--- src/rtl/bus_arbiter_round_robin.sv ---
// Round-robin arbiter for the shared snoopy bus. A requester keeps the bus until it drops its request.
// Latency: request sampled at edge k, grant visible after edge k. All outputs are registered.
// Backpressure: level request/grant only. At least one idle (grant==0) cycle separates two owners.
//
// Ports:
//   clock      - single clock, all state updates on posedge
//   reset      - asynchronous, active-low; clears all state and drops the grant immediately
//   request    - request[i]=1: device i wants / keeps the bus
//   grant      - one-hot or zero; grant[i]=1: device i owns the bus
//   ownerValid - 1 iff grant != 0
//   owner      - index of the current owner, 0 when ownerValid=0
//   preempted  - one-cycle pulse when a grant is revoked by the hold timeout
//
// Optional feature macro: BUS_ARBITER_TIMEOUT_EN
//   defined   - an owner holding the bus for MAX_HOLD_CYCLES cycles is preempted when another
//               device is waiting; with no other requester it keeps the bus.
//   undefined - no hold counter; ownership is unbounded and preempted is tied to 0.

module bus_arbiter_round_robin #(
    parameter  int NUMBER_OF_REQUESTERS = 4,
    parameter  int MAX_HOLD_CYCLES      = 64,
    localparam int OWNER_WIDTH          = $clog2(NUMBER_OF_REQUESTERS)
) (
    input  logic                            clock,
    input  logic                            reset,
    input  logic [NUMBER_OF_REQUESTERS-1:0] request,
    output logic [NUMBER_OF_REQUESTERS-1:0] grant,
    output logic                            ownerValid,
    output logic [OWNER_WIDTH-1:0]          owner,
    output logic                            preempted
);

    // Elaboration-time sanity checks on the configuration.
    if (NUMBER_OF_REQUESTERS < 2) begin : g_bad_requesters
        $error("bus_arbiter_round_robin: NUMBER_OF_REQUESTERS must be >= 2");
    end
    if (MAX_HOLD_CYCLES < 1) begin : g_bad_hold
        $error("bus_arbiter_round_robin: MAX_HOLD_CYCLES must be >= 1");
    end

    typedef enum logic {
        IDLE    = 1'b0,
        GRANTED = 1'b1
    } state_t;

    state_t                            state_q;
    logic [OWNER_WIDTH-1:0]            ptr_q;
    logic [NUMBER_OF_REQUESTERS-1:0]   grant_q;
    logic                              ownerValid_q;
    logic [OWNER_WIDTH-1:0]            owner_q;

    logic                              pick_vld_d;
    logic [OWNER_WIDTH-1:0]            pick_idx_d;
    logic [OWNER_WIDTH-1:0]            cand_d;
    logic [NUMBER_OF_REQUESTERS-1:0]   pick_grant_d;
    logic [OWNER_WIDTH-1:0]            rel_ptr_d;

    // First requester found starting at ptr_q and wrapping modulo N. The loop runs from the
    // farthest offset down so the nearest candidate is the one left standing.
    always_comb begin
        pick_vld_d = 1'b0;
        pick_idx_d = '0;
        cand_d     = '0;
        for (int off = NUMBER_OF_REQUESTERS - 1; off >= 0; off--) begin
            cand_d = OWNER_WIDTH'((int'(ptr_q) + off) % NUMBER_OF_REQUESTERS);
            if (request[cand_d]) begin
                pick_vld_d = 1'b1;
                pick_idx_d = cand_d;
            end
        end
    end

    assign pick_grant_d = {{(NUMBER_OF_REQUESTERS-1){1'b0}}, 1'b1} << pick_idx_d;

    // After a release the releasing device becomes lowest priority. Explicit wrap keeps this
    // correct for non-power-of-2 requester counts.
    assign rel_ptr_d = (owner_q == OWNER_WIDTH'(NUMBER_OF_REQUESTERS - 1))
                     ? '0 : owner_q + OWNER_WIDTH'(1);

`ifdef BUS_ARBITER_TIMEOUT_EN
    localparam int HOLD_WIDTH = (MAX_HOLD_CYCLES > 1) ? $clog2(MAX_HOLD_CYCLES) : 1;

    logic [HOLD_WIDTH-1:0] holdCount_q;
    logic                  preempted_q;
    logic                  hold_at_max_d;
    logic                  others_pending_d;

    assign hold_at_max_d    = (holdCount_q == HOLD_WIDTH'(MAX_HOLD_CYCLES - 1));
    assign others_pending_d = |(request & ~grant_q);
`endif

    always_ff @(posedge clock or negedge reset) begin
        if (!reset) begin
            state_q      <= IDLE;
            ptr_q        <= '0;
            grant_q      <= '0;
            ownerValid_q <= 1'b0;
            owner_q      <= '0;
`ifdef BUS_ARBITER_TIMEOUT_EN
            holdCount_q  <= '0;
            preempted_q  <= 1'b0;
`endif
        end else begin
`ifdef BUS_ARBITER_TIMEOUT_EN
            preempted_q <= 1'b0;
`endif
            case (state_q)
                IDLE: begin
                    if (pick_vld_d) begin
                        grant_q      <= pick_grant_d;
                        owner_q      <= pick_idx_d;
                        ownerValid_q <= 1'b1;
                        state_q      <= GRANTED;
`ifdef BUS_ARBITER_TIMEOUT_EN
                        holdCount_q  <= '0;
`endif
                    end
                end
                GRANTED: begin
                    // Release takes precedence; other requests wait for the following IDLE
                    // cycle, which also provides the bus turnaround gap.
                    if (!request[owner_q]) begin
                        grant_q      <= '0;
                        ownerValid_q <= 1'b0;
                        owner_q      <= '0;
                        ptr_q        <= rel_ptr_d;
                        state_q      <= IDLE;
                    end
`ifdef BUS_ARBITER_TIMEOUT_EN
                    else if (hold_at_max_d && others_pending_d) begin
                        grant_q      <= '0;
                        ownerValid_q <= 1'b0;
                        owner_q      <= '0;
                        ptr_q        <= rel_ptr_d;
                        preempted_q  <= 1'b1;
                        state_q      <= IDLE;
                    end else if (!hold_at_max_d) begin
                        // Saturates: a lone owner keeps the bus with the counter parked at max.
                        holdCount_q  <= holdCount_q + HOLD_WIDTH'(1);
                    end
`endif
                end
                default: begin
                    state_q <= IDLE;
                end
            endcase
        end
    end

    assign grant      = grant_q;
    assign ownerValid = ownerValid_q;
    assign owner      = owner_q;
`ifdef BUS_ARBITER_TIMEOUT_EN
    assign preempted  = preempted_q;
`else
    assign preempted  = 1'b0;
`endif

endmodule

--- config.mk ---
export PLATFORM = sky130hd
export DESIGN_NAME = bus_arbiter_round_robin
export DESIGN_NICKNAME = d
export VERILOG_FILES = /design/src/rtl/bus_arbiter_round_robin.sv
export SDC_FILE = /design/constraint.sdc
export NUM_CORES = 1
export LEC_CHECK = 0
export BUFFER_PORTS_ARGS = -buffer_cell sky130_fd_sc_hd__buf_2
export CAP_MARGIN = 20
export CELL_PAD_IN_SITES_DETAIL_PLACEMENT = 1
export CELL_PAD_IN_SITES_GLOBAL_PLACEMENT = 2
export CORE_MARGIN = 5
export CORE_UTILIZATION = 30
export DETAILED_ROUTE_END_ITERATION = 10
export GPL_ROUTABILITY_DRIVEN = 0
export GPL_TIMING_DRIVEN = 0
export MAX_ROUTING_LAYER = met4
export PLACE_DENSITY_LB_ADDON = 0.1
export SLEW_MARGIN = 20
export SYNTH_ARGS = -nofsm -noshare
export SYNTH_HDL_FRONTEND = slang
export SYNTH_SLANG_ARGS = --single-unit
--- constraint.sdc ---
create_clock -name clock -period 2.4 [get_ports clock]
set_clock_uncertainty 0.1 [all_clocks]
set_input_delay 0.36 -clock clock [delete_from_list [all_inputs] [get_ports clock]]
set_output_delay 0.36 -clock clock [all_outputs]
set_load 0.01 [all_outputs]
== Word-level counts from Yosys, hierarchy flattened ==
Index checks and enable logic that the tools add are counted.

* Output and inout port bits: 8
* Word-level logic and storage cells: 53
* Bits of input ports: 6
* Bits in registers: 10

* Reduce and logical (&&, ||, !) cells: 2
* Bitwise gates (word level): 2
* Equality and inequality tests: 3
* Shift operators: 1
* Mux-type cells: 31
* Add/sub/neg operators: 4
* Order comparisons: 5

{| class="wikitable"
|+ Operators with widths
! kind !! number
|-
| $lt 2x3->1 const B || 5
|-
| $mux 2 || 7
|-
| $mux 1 || 13
|-
| $bmux 1 s2 || 5
|-
| $mux 4 || 2
|-
| $pmux 4 s2 || 1
|-
| $add 2x1->2 const B || 2
|-
| $add 2x2->2 const B || 2
|-
| $ne 2x2->1 const B || 2
|-
| $pmux 1 s2 || 2
|-
| $pmux 2 s2 || 1
|-
| $reduce_and 2->1 || 2
|-
| $shl 1x2->4 const A || 1
|-
| $eq 2x2->1 const B || 1
|-
| $not 1->1 || 2
|}

== Longest topological paths before layout ==
Gate-level depths: netlist of the first run.

* Depth in word-level cells: 10
* Gate-level depth with buffers: 5
* Mapped depth without buffers: 4

== Worst setup path after synthesis of the first run ==
OpenSTA, ideal clock, no wires.

* Path kind: register to register
* From: register owner_q[0] (netlist: owner[0])
* To: register ptr_q[1]
* Path slack: 0.618 ns
* Buffers on the path: 1
* Data arrival time: 1.557 ns
* Library setup time: 0.125 ns
* Stages on the path, launching flop included: 5
* Required time: 2.175 ns
* Clock period less this slack: 1.782 ns
* Path through: dfrtp_1 -> mux4_2 -> nand2b_4 -> buf_6 -> mux2_4

* Cells in the longest elaborated chain, start to end: 4
* Elaborated cells on any way between the ends: 7
* Classes of those cells: add/sub (1); eq/ne (1); mux (3); bitwise (1); reduce/logical (1)

{| class="wikitable"
|+ RTL lines
! item !! line !! text
|-
| from (decl) || 50 || <nowiki>logic [OWNER_WIDTH-1:0] owner_q;</nowiki>
|-
| from (signal assigned) || 111 || <nowiki>owner_q <= pick_idx_d;</nowiki>
|-
| $bmux 1 s2 || 122 || <nowiki>if (!request[owner_q]) begin</nowiki>
|-
| $mux 1 (implied by the code) || 122 ||
|-
| $not 1->1 (no source line) || -- ||
|-
| $reduce_and 2->1 (no source line) || -- ||
|-
| to (signal assigned) || 126 || <nowiki>ptr_q <= rel_ptr_d;</nowiki>
|-
| to (decl) || 47 || <nowiki>logic [OWNER_WIDTH-1:0] ptr_q;</nowiki>
|}

Several ways; a longest one is shown, not always the timed one. The select of a mux whose other input is x is not followed.
A chain may end at the register's enable or synchronous reset.

== Worst setup path after layout of the first run ==
Ends and elaborated chain as after synthesis.

==> results.md, run 1 <==
- Pin count of the biggest net entering global routing: 11
- First-pass GRT wire length: 2118 um
- Most frequent cell after synthesis: dfrtp_1
- Final wirelength: ~1300 um
- CP endpoint kind: flop
- Routed wire per std cell: approximately 13 um
- Final setup fails: 0
- Row cnt: 15
- Post-cts resize count: 0
- DR DRC count: 0
- Psw: about 0.00033 W
- Antenna cells: 0
- Final Max Tran Viols: 0
- Primary FF master, synth: dfrtp_1
- Yosys warns: 0
- DRT iter0 DRCs: 7
- Post-layout min period: 1811 ps
- Slew HR: between 50% and 60%
- Placed Area: 641.9 sq um
- Worst-Margin Slew: between 600 and 700 ps
- Area fraction of the dominant cell type after synthesis: between 40% and 50%
- Fin util: about 40%
- CP max FO: 9
- Buffer depth of the longest clock path: 2
- Clock root buffer: clkbuf_4
- CP Data Arrival Time: 1860 ps
- Post-layout nets: 80
- Sequential share of the synthesized area: 45.45%
- Status: complete, no violations
- Worst-path clk slew: 70 ps
- Flop pwr share: between 30% and 40%
- Worst-Skew Late Latency: between 200 and 300 ps
- Max-cap check violation count: 0
- Combinational share of power: 44.5%
- Layout cell share with drive strength beyond 1: 31.94%
- Boundary pin count: 14
- Mean Syn Cell Area: between 10 and 15 sq um
- Yosys top cell by area: dfrtp_1
- Total core area: around 0.0017 sq mm
- Synth Register Bits: 10
- Worst Setup Start Kind: flop
- Post-synth top cells: 10 x dfrtp_1, 6 x nand3_1, 5 x nand2_1
- Leak Pwr: 0.3457 nW
- PwrDens: 1254 mW/mm^2
- Initial antenna violation count: 0
- DRT Pass-1 Iters: 4
- Avg Vias per Cell: 4.784
- H-Tree Depth: 1
- Clk sink count: 10
- Total global routing overflow: 0
- Fmax achieved: 552.2 MHz
- Clock power frac: 17.7%
- Via count: 464
- Syn Inst Count: 55
- Final worst-path cycle share: around 75%
- Number of global-route vias before repair: 456
- Unique masters post-synth: 26
- Switch share: 38.83%
- Critical path class: flop to flop
- EDFF count, synth: 0
- Hold Crit Class: input pin to asynchronous set/reset pin
- Die ar.: 0.002792 sq mm
- Filler-free cell count of the finished design: 97
- Synth Net Count: a little over 60
- DP HPWL: 1017 um
- Gr usage total: 10.92%
- Area contributors post-synth: dfrtp_1 45%, nand3_1 5.5%, mux4_2 4.1%
- Chip height: 52.84 um
- Setup TNS: 0 ps
- Synth-to-Final Area Change: 25.00%
- Int Power: 0.0005277 W
- Design area: 688.2 sq um
- RSZ-0062 raised after global routing: false
- Initial Util: 31.88%
- DIE WIDTH: ~53 um
- Placed cell count: 92
- Req. time, crit path: ~2500 ps
- CTS tree: done
- Area of the mapped netlist: 550.5 sq um
- Max VDD drop: around 0.44 mV
- Endpoints failing hold: 0
- Final ANT Viol Nets: 0
- TritonCTS buffer count: 3
- Port bufs: 12
- Async SR Flop Fraction: 100.0%
[cell usage in the layout (no fill, tap or decap), types with 2 or more instances in the layout]
cell type,netlist,layout
buf_2,1,13
dfrtp_1,10,10
nand3_1,6,6
nand2_1,5,5
inv_1,4,4
o21ai_0,4,4
o31ai_1,3,3
clkbuf_4,0,3
nor2b_1,2,2
a21oi_1,2,2
mux2i_1,2,2
[worst paths after layout]
path / start / cells past startpoint / slack [ps] / to
min in group clock: grant[2]$_DFFE_PN0P_ / 2 / 410 / grant[2]$_DFFE_PN0P_
hold / removal: reset / 2 / 390 / owner[0]$_DFFE_PN0P_
hold reg to reg: grant[2]$_DFFE_PN0P_ / 2 / 410 / grant[2]$_DFFE_PN0P_
setup / recovery: owner[0]$_DFFE_PN0P_ / 4 / 590 / ptr_q[1]$_DFFE_PN0P_
setup reg to reg: owner[0]$_DFFE_PN0P_ / 4 / 590 / ptr_q[1]$_DFFE_PN0P_
max in group asynchronous: reset / 2 / 1600 / grant[3]$_DFFE_PN0P_
[power groups by stage]
stage               Sequential [W]  Combinational, W  Clock [W]
global placement          0.000328          0.000387          0
finish                    0.000326          0.000384   0.000153
CTS                       0.000327          0.000393   0.000158
detailed placement        0.000330          0.000391          0
global route              0.000341          0.000424   0.000168
floorplan                 0.000338          0.000248          0
[registers in the layout (all words and copies together) (netlist names)]
signal      flops
grant           4
state_q         1
ownerValid      1
ptr_q           2
owner           2
[kinds of logic after synthesis]
| family | Yosys count | share of synthesized area [%] |
|---|---|---|
| mux | 4 | 10.45 |
| fa+ha+maj | 1 | 2.272 |
| flops | 10 | 45.45 |
| compound gates | 13 | 15.46 |
| simple gates | 19 | 18.64 |
| other cells | 1 | 0.6812 |
| buf+inv | 7 | 7.044 |
[stage by stage]
| stage | power, W | setup WS [ps] | hold WS, ps |
|---|---|---|---|
| 2_1_floorplan | 0.0005867 | 617.6 | -35.59 |
| 3_3_place_gp | 0.0007144 | 482.3 | 132.3 |
| 3_5_place_dp | 0.0007214 | 556.5 | 140.4 |
| 4_1_cts | 0.0008786 | 577.6 | 383.5 |
| 5_1_grt | 0.0009329 | 512.5 | 401.8 |
| 6_report | 0.0008627 | 588.9 | 385.6 |
[final cells by class]
type	instances	area [sq um]
repair buffers	13	70.07
clock buffers	4	36.28
well taps	25	31.28
flip-flops and latches	10	250.2
multi-input cells	38	261.5
fillers	224	1039
inverters	4	15.01
plain buffers	3	23.77
[per-layer routing]
metal | vias to the layer above | track usage, % | part of all wire (%) | wire length (um)
met2 | 11 | 16.12 | 44 | 564
met3 | 2 | 1.709 | 3.8 | 48
met5 | - | - | 0 | 0
met4 | 0 | 5.106 | 1.5 | 19
met1 | 226 | 14.51 | 50 | 636
li1 | 225 | - | - | -
[what timing repair did]
| item | 4_1_cts | 5_1_grt |
|---|---|---|
| buffers inserted | 0 | 0 |
| hold endpoints to repair | 10 | 0 |
| hold buffers | 1 | 0 |
[critical path: stages, from the launching register on]
cell	delay [ps]
dfrtp_1	480
mux4_2	550
nand2b_4	150
buf_6	130
mux2_4	290
Power figures use the tool's default switching activity.
==> run 2, diff against run 1 <==
- CORE_UTILIZATION: 30 -> 27
- clock period: 2.4 -> 1.45 ns (I/O delays scaled with it)
==> run 2 against run 1 <==
Worst setup slack got worse by 740 ps. Cell area up 12%. Sequential power increased by 71%. Via count rose by 4.1%. Combinational power grew 120%. The flow now finishes with violations (negative setup slack). Cell count up 7.2%. Critical path type unchanged. Hold slack worse by 140 ps. Largest cell class unchanged. Global-route usage increased by 1.6 points. Wire length is 17% higher. Clock power is 33% higher.
==> results.md, run 2 (same netlist as run 1, synthesis figures left out) <==
- Psw: 0.0006441 W
- Final setup fails: 8
- Design area: 769.5 sq um
- Buffer depth of the longest clock path: 2
- Total global routing overflow: 0
- Synth-to-Final Area Change: 39.77%
- Max VDD drop: 0.6367 mV
- Final worst-path cycle share: 110.1%
- Endpoints failing hold: 0
- Int Power: 0.0009528 W
- Initial antenna violation count: 0
- Most common cell after layout, fill and taps aside: buf_2
- Max FFs per register: 4
- Clock power frac: 12.7%
- CTS tree: done
- Switch share: 40.33%
- RSZ-0062 raised after global routing: true
- Most frequent cells in the layout: 13 x buf_2, 7 x dfrtp_1, 6 x buf_4
- Worst path buffer plus inverter count: 0
- Row cnt: 16
- CP endpoint kind: flop
- PwrDens: 2075 mW/mm^2
- CP max stage delay: approximately 520 ps
- Violated checks: negative setup slack
- Max stage delay cell, worst path: mux4_2
- Chip height: ~55 um
- Initial Util: between 20% and 30%
- DIE WIDTH: 55.16 um
- Critical path class: flop to flop
- Post-layout nets: 85
- Hold Crit Class: input pin to asynchronous set/reset pin
- Post-layout min period: 1597 ps
- Worst Setup Start Kind: flop
- Status: finished with violations
- Fmax achieved: 626.2 MHz
- Antenna cells: 0
- Worst-Skew Late Latency: 260 ps
- DR DRC count: 0
- Avg Vias per Cell: about 4.6
- Final Max Tran Viols: 0
- CP Data Arrival Time: approximately 1600 ps
- Total core area: 0.001962 sq mm
- CP max FO: 5
- Die ar.: 0.003042 sq mm
- Flop pwr share: about a third
- First-pass GRT wire length: 2546 um
- Max-cap check violation count: 0
- Worst-path clk slew: around 70 ps
- TritonCTS buffer count: 3
- Final wirelength: about 1500 um
- Filler cells: 242
- Placed Area: about 650 sq um
- Gr usage total: about an eighth
- Fin util: 39.22%
- H-Tree Depth: 1
- Leak Pwr: 0.3741 nW
- Req. time, crit path: around 1500 ps
- Number of global-route vias before repair: 534
- DP HPWL: 1038 um
- Routed wire per std cell: around 14 um
- Final worst setup slack: -146.9 ps
- Largest delay share family, worst path: multiplexers
- Combinational share of power: between 50% and 60%
- DRT Pass-1 Iters: 4
- Final ANT Viol Nets: 0
- Clock root buffer: clkbuf_4
- Crit-path cells: mux4_2 -> nand2b_4 -> mux2_4
- Port bufs: 12
- DRT iter0 DRCs: 3
- Boundary pin count: 14
- Pin count of the biggest net entering global routing: 11
- Layout cell share with drive strength beyond 1: 50.65%
- Via count: slightly below 500
- Clk sink count: 10
## run 2: changes by cell type in the layout (fill, tap and decap cells not counted), moves of 2 or more
cell     previous run  this run
nand3_2             0         2
dfrtp_1            10         7
o31ai_2             0         2
buf_4               1         6
o21ai_0             4         1
dfrtp_2             0         3
o21ai_1             0         2
nand3_1             6         4
o31ai_1             3         1
## run 2: path summary, 6_finish.rpt
kind / from / to / slack, ps / cells past startpoint
min reg2reg: ownerValid$_DFFE_PN0P_ / ownerValid$_DFFE_PN0P_ / 420 / 2
max reg2reg: owner[0]$_DFFE_PN0P_ / ptr_q[1]$_DFFE_PN0P_ / -150 / 3
min in group clock: request[3] / owner[1]$_DFFE_PN0P_ / 320 / 5
max: owner[0]$_DFFE_PN0P_ / ptr_q[1]$_DFFE_PN0P_ / -150 / 3
max in group asynchronous: reset / state_q$_DFF_PN0_ / 800 / 2
min: reset / ptr_q[0]$_DFFE_PN0P_ / 240 / 2
## run 2: cell type report
class                           count  area, sq um  share of cell area, %
Multi-Input combinational cell     39        320.3                  41.63
Inverter                            4        15.01                  1.951
Buffer                              2        12.51                  1.626
Tap cell                           27        33.78                  4.390
Clock buffer                        4        26.28                  3.415
Timing Repair Buffer               18        107.6                  13.98
Sequential cell                    10        254.0                  33.01
## run 2: metrics by stage
stage | power (W) | setup TNS (ps) | cells | hold WS [ps] | worst slack (ps)
floorplan | 0.0009820 | -1053 | 55 | -178.1 | -265.6
finish | 0.001597 | -837.1 | 104 | 242.4 | -146.9
detailed placement | 0.001207 | -2367 | 94 | -1.534 | -301.7
global route | 0.001745 | -1262 | 104 | 266.7 | -188.3
global placement | 0.001197 | -2525 | 94 | -4.638 | -295.0
CTS | 0.001567 | -1090 | 104 | 245.1 | -163.6
## run 2: power groups by stage
stage | Clock, W | Combinational (W) | Sequential (W)
2_1_floorplan | 0 | 0.000419 | 0.000563
3_3_place_gp | 0 | 0.000652 | 0.000545
3_5_place_dp | 0 | 0.000655 | 0.000552
4_1_cts | 0.000211 | 0.000802 | 0.000554
5_1_grt | 0.000232 | 0.000929 | 0.000585
6_report | 0.000203 | 0.000836 | 0.000558
## run 2: what timing repair did
item                                    CTS  global route
pin swaps                                 2             0
gates resized for setup                   5             7
setup buffers                             5             0
hold buffers                              1             0
endpoints found under the setup margin    8            10
hold endpoints to repair                 10             0
cloned                                    1             0
## run 2: layer usage
layer	up-vias	global-route usage, %	share of wire (%)	wire length (um)
met5	-	-	0	0
met2	11	20.47	49	736
li1	237	-	-	-
met3	2	1.609	3.9	58
met1	233	15.03	45	674
met4	0	6.073	1.3	19
==> run 3, diff against run 2 <==
- RECOVER_POWER: default -> 100
==> run 3 against run 2 <==
Core utilization decreased by 0.45 points. Sequential power is essentially flat. Maximum frequency is essentially flat. Register-to-register slack about the same. Global-route usage stayed put. Via count unchanged. Critical path depth stayed put. The flow still finishes with violations (negative setup slack). Highest routed layer unchanged. Largest power group unchanged. Sequential share of layout area rose by 0.38 points. Cell count unchanged. Combinational power fell by 2.4%. Hold slack gained 82 ps. Worst setup slack barely moved.
==> results.md, run 3 (same netlist as run 1, synthesis figures left out) <==
- Status: finished with violations
- Violated checks: negative setup slack
- Final worst-path cycle share: 110.1%
- Switch share: between 40% and 50%
- TritonCTS buffer count: 3
- Max VDD drop: 0.6247 mV
- Total core area: roughly 0.0020 sq mm
- CTS tree: done
- DR DRC count: 0
- Fmax achieved: about 630 MHz
- RSZ-0062 raised after global routing: true
- Final worst setup slack: -147.1 ps
- H-Tree Depth: 1
- Req. time, crit path: roughly 1500 ps
- Final Max Tran Viols: 0
- Number of global-route vias before repair: 534
- Worst Setup Start Kind: flop
- DP HPWL: 1038 um
- Filler cells: 240
- CP Data Arrival Time: 1640 ps
- Endpoints failing hold: 0
- Final hold slack: about 320 ps
- Most frequent cells in the layout: 8 x clkbuf_1, 7 x dfrtp_1, 6 x buf_2, 6 x buf_4
- Fin util: roughly two fifths
- CP endpoint kind: flop
- Leak Pwr: ~0.35 nW
- Slew HR: 61.99%
- Design area: 760.7 sq um
- Worst-Skew Late Latency: 260 ps
- Max stage delay cell, worst path: mux4_2
- Row cnt: 16
- CP max stage delay: 520 ps
- Setup TNS: -845.3 ps
- Routed wire per std cell: 14.27 um
- First-pass GRT wire length: between 2000 and 3000 um
- PwrDens: 2074 mW/mm^2
- Multi-input gate area: between 300 and 400 sq um
- Die ar.: between 0.003 and 0.004 sq mm
- Antenna cells: 0
- Port bufs: 12
- Worst-Margin Slew: 570.1 ps
- Layout cell share with drive strength beyond 1: about two fifths
- Placed cell count: 94
- Buffer depth of the longest clock path: 2
- Most common cell after layout, fill and taps aside: clkbuf_1
- Avg Vias per Cell: about 4.6
- Clock root buffer: clkbuf_4
- Critical path class: flop to flop
- Post-layout nets: 85
- Chip height: roughly 55 um
- Max FFs per register: 4
- Final wirelength: 1484 um
- Hold Crit Class: input pin to flop
- Pin count of the biggest net entering global routing: 11
- Gr usage total: 12.47%
- Int Power: 0.0009325 W
- Flop pwr share: 35.5%
- Boundary pin count: 14
- Final ANT Viol Nets: 0
- Max-cap check violation count: 0
- CP max FO: 5
- Final setup fails: 8
- Total global routing overflow: 0
- Synth-to-Final Area Change: 38.18%
- Clk sink count: 10
- Register area: 254.0 sq um
- Initial antenna violation count: 0
- DIE WIDTH: 55.16 um
- Via count: 483
- Placed Area: about 650 sq um
- Filler-free cell count of the finished design: 104
- Post-layout min period: 1597 ps
- Psw: 0.0006450 W
- DRT iter0 DRCs: 3
- Combinational share of power: roughly half
- DRT Pass-1 Iters: 4
- Initial Util: 28.06%
- Worst-path clk slew: roughly 70 ps
- Clock power frac: around 13%
- Crit-path cells: mux4_2 -> nand2b_4 -> mux2_4
-- run 3: cell types whose count changed in the layout (fill, tap and decap cells not counted), sizes merged --
cell    previous run  this run
buf               19        12
clkbuf             4        11
-- run 3: per-layer routing --
metal | vias to the layer above | part of all wire (%) | GRT usage [%]
li1 | 238 | - | -
met3 | 2 | 4.0 | 1.609
met5 | - | 0 | -
met1 | 232 | 45 | 15.03
met4 | 0 | 1.3 | 6.073
met2 | 11 | 49 | 20.47
-- run 3: timing repair --
| item | CTS | global route |
|---|---|---|
| pin swaps | 2 | 0 |
| setup buffers | 5 | 0 |
| hold buffers | 1 | 0 |
| endpoints found under the setup margin | 8 | 10 |
| resized for setup | 5 | 7 |
| gates cloned | 1 | 0 |
| endpoints found under the hold margin | 10 | 0 |
-- run 3: worst paths after layout --
check | startpoint | end | slack, ps | cells past startpoint
setup / recovery | owner[0]$_DFFE_PN0P_ | ptr_q[1]$_DFFE_PN0P_ | -150 | 3
hold / removal | request[3] | owner[1]$_DFFE_PN0P_ | 320 | 5
setup reg to reg | owner[0]$_DFFE_PN0P_ | ptr_q[1]$_DFFE_PN0P_ | -150 | 3
hold reg to reg | ownerValid$_DFFE_PN0P_ | ownerValid$_DFFE_PN0P_ | 420 | 2
max in group asynchronous | reset | state_q$_DFF_PN0_ | 490 | 2
min in group asynchronous | reset | ptr_q[0]$_DFFE_PN0P_ | 350 | 2
-- run 3: worst max-delay path, delay by kind of cell (launching register included) --
family        cells  cell delay (ps)
simple gates      1              190
flops             1              380
mux               2              820
-- run 3: stage by stage --
stage	setup slack, ps	total power [W]
floorplan	-265.6	0.0009820
global placement	-295.0	0.001197
detailed placement	-301.7	0.001207
CTS	-163.6	0.001567
global route	-188.3	0.001726
finish	-147.1	0.001578
-- run 3: layout make-up --
class / count / area share (%)
Buffer: 2 / 1.645
Clock buffer: 4 / 3.454
Inverter: 4 / 1.974
Multi-Input combinational cell: 39 / 42.11
Sequential cell: 10 / 33.39
Tap cell: 27 / 4.441
Timing Repair Buffer: 18 / 12.99
-- run 3: power by group through the flow --
stage / Clock (W) / Sequential, W / Combinational, W
floorplan: 0 / 0.000563 / 0.000419
global placement: 0 / 0.000545 / 0.000652
detailed placement: 0 / 0.000552 / 0.000655
CTS: 0.000211 / 0.000554 / 0.000802
global route: 0.000232 / 0.000589 / 0.000906
finish: 0.000202 / 0.000559 / 0.000816
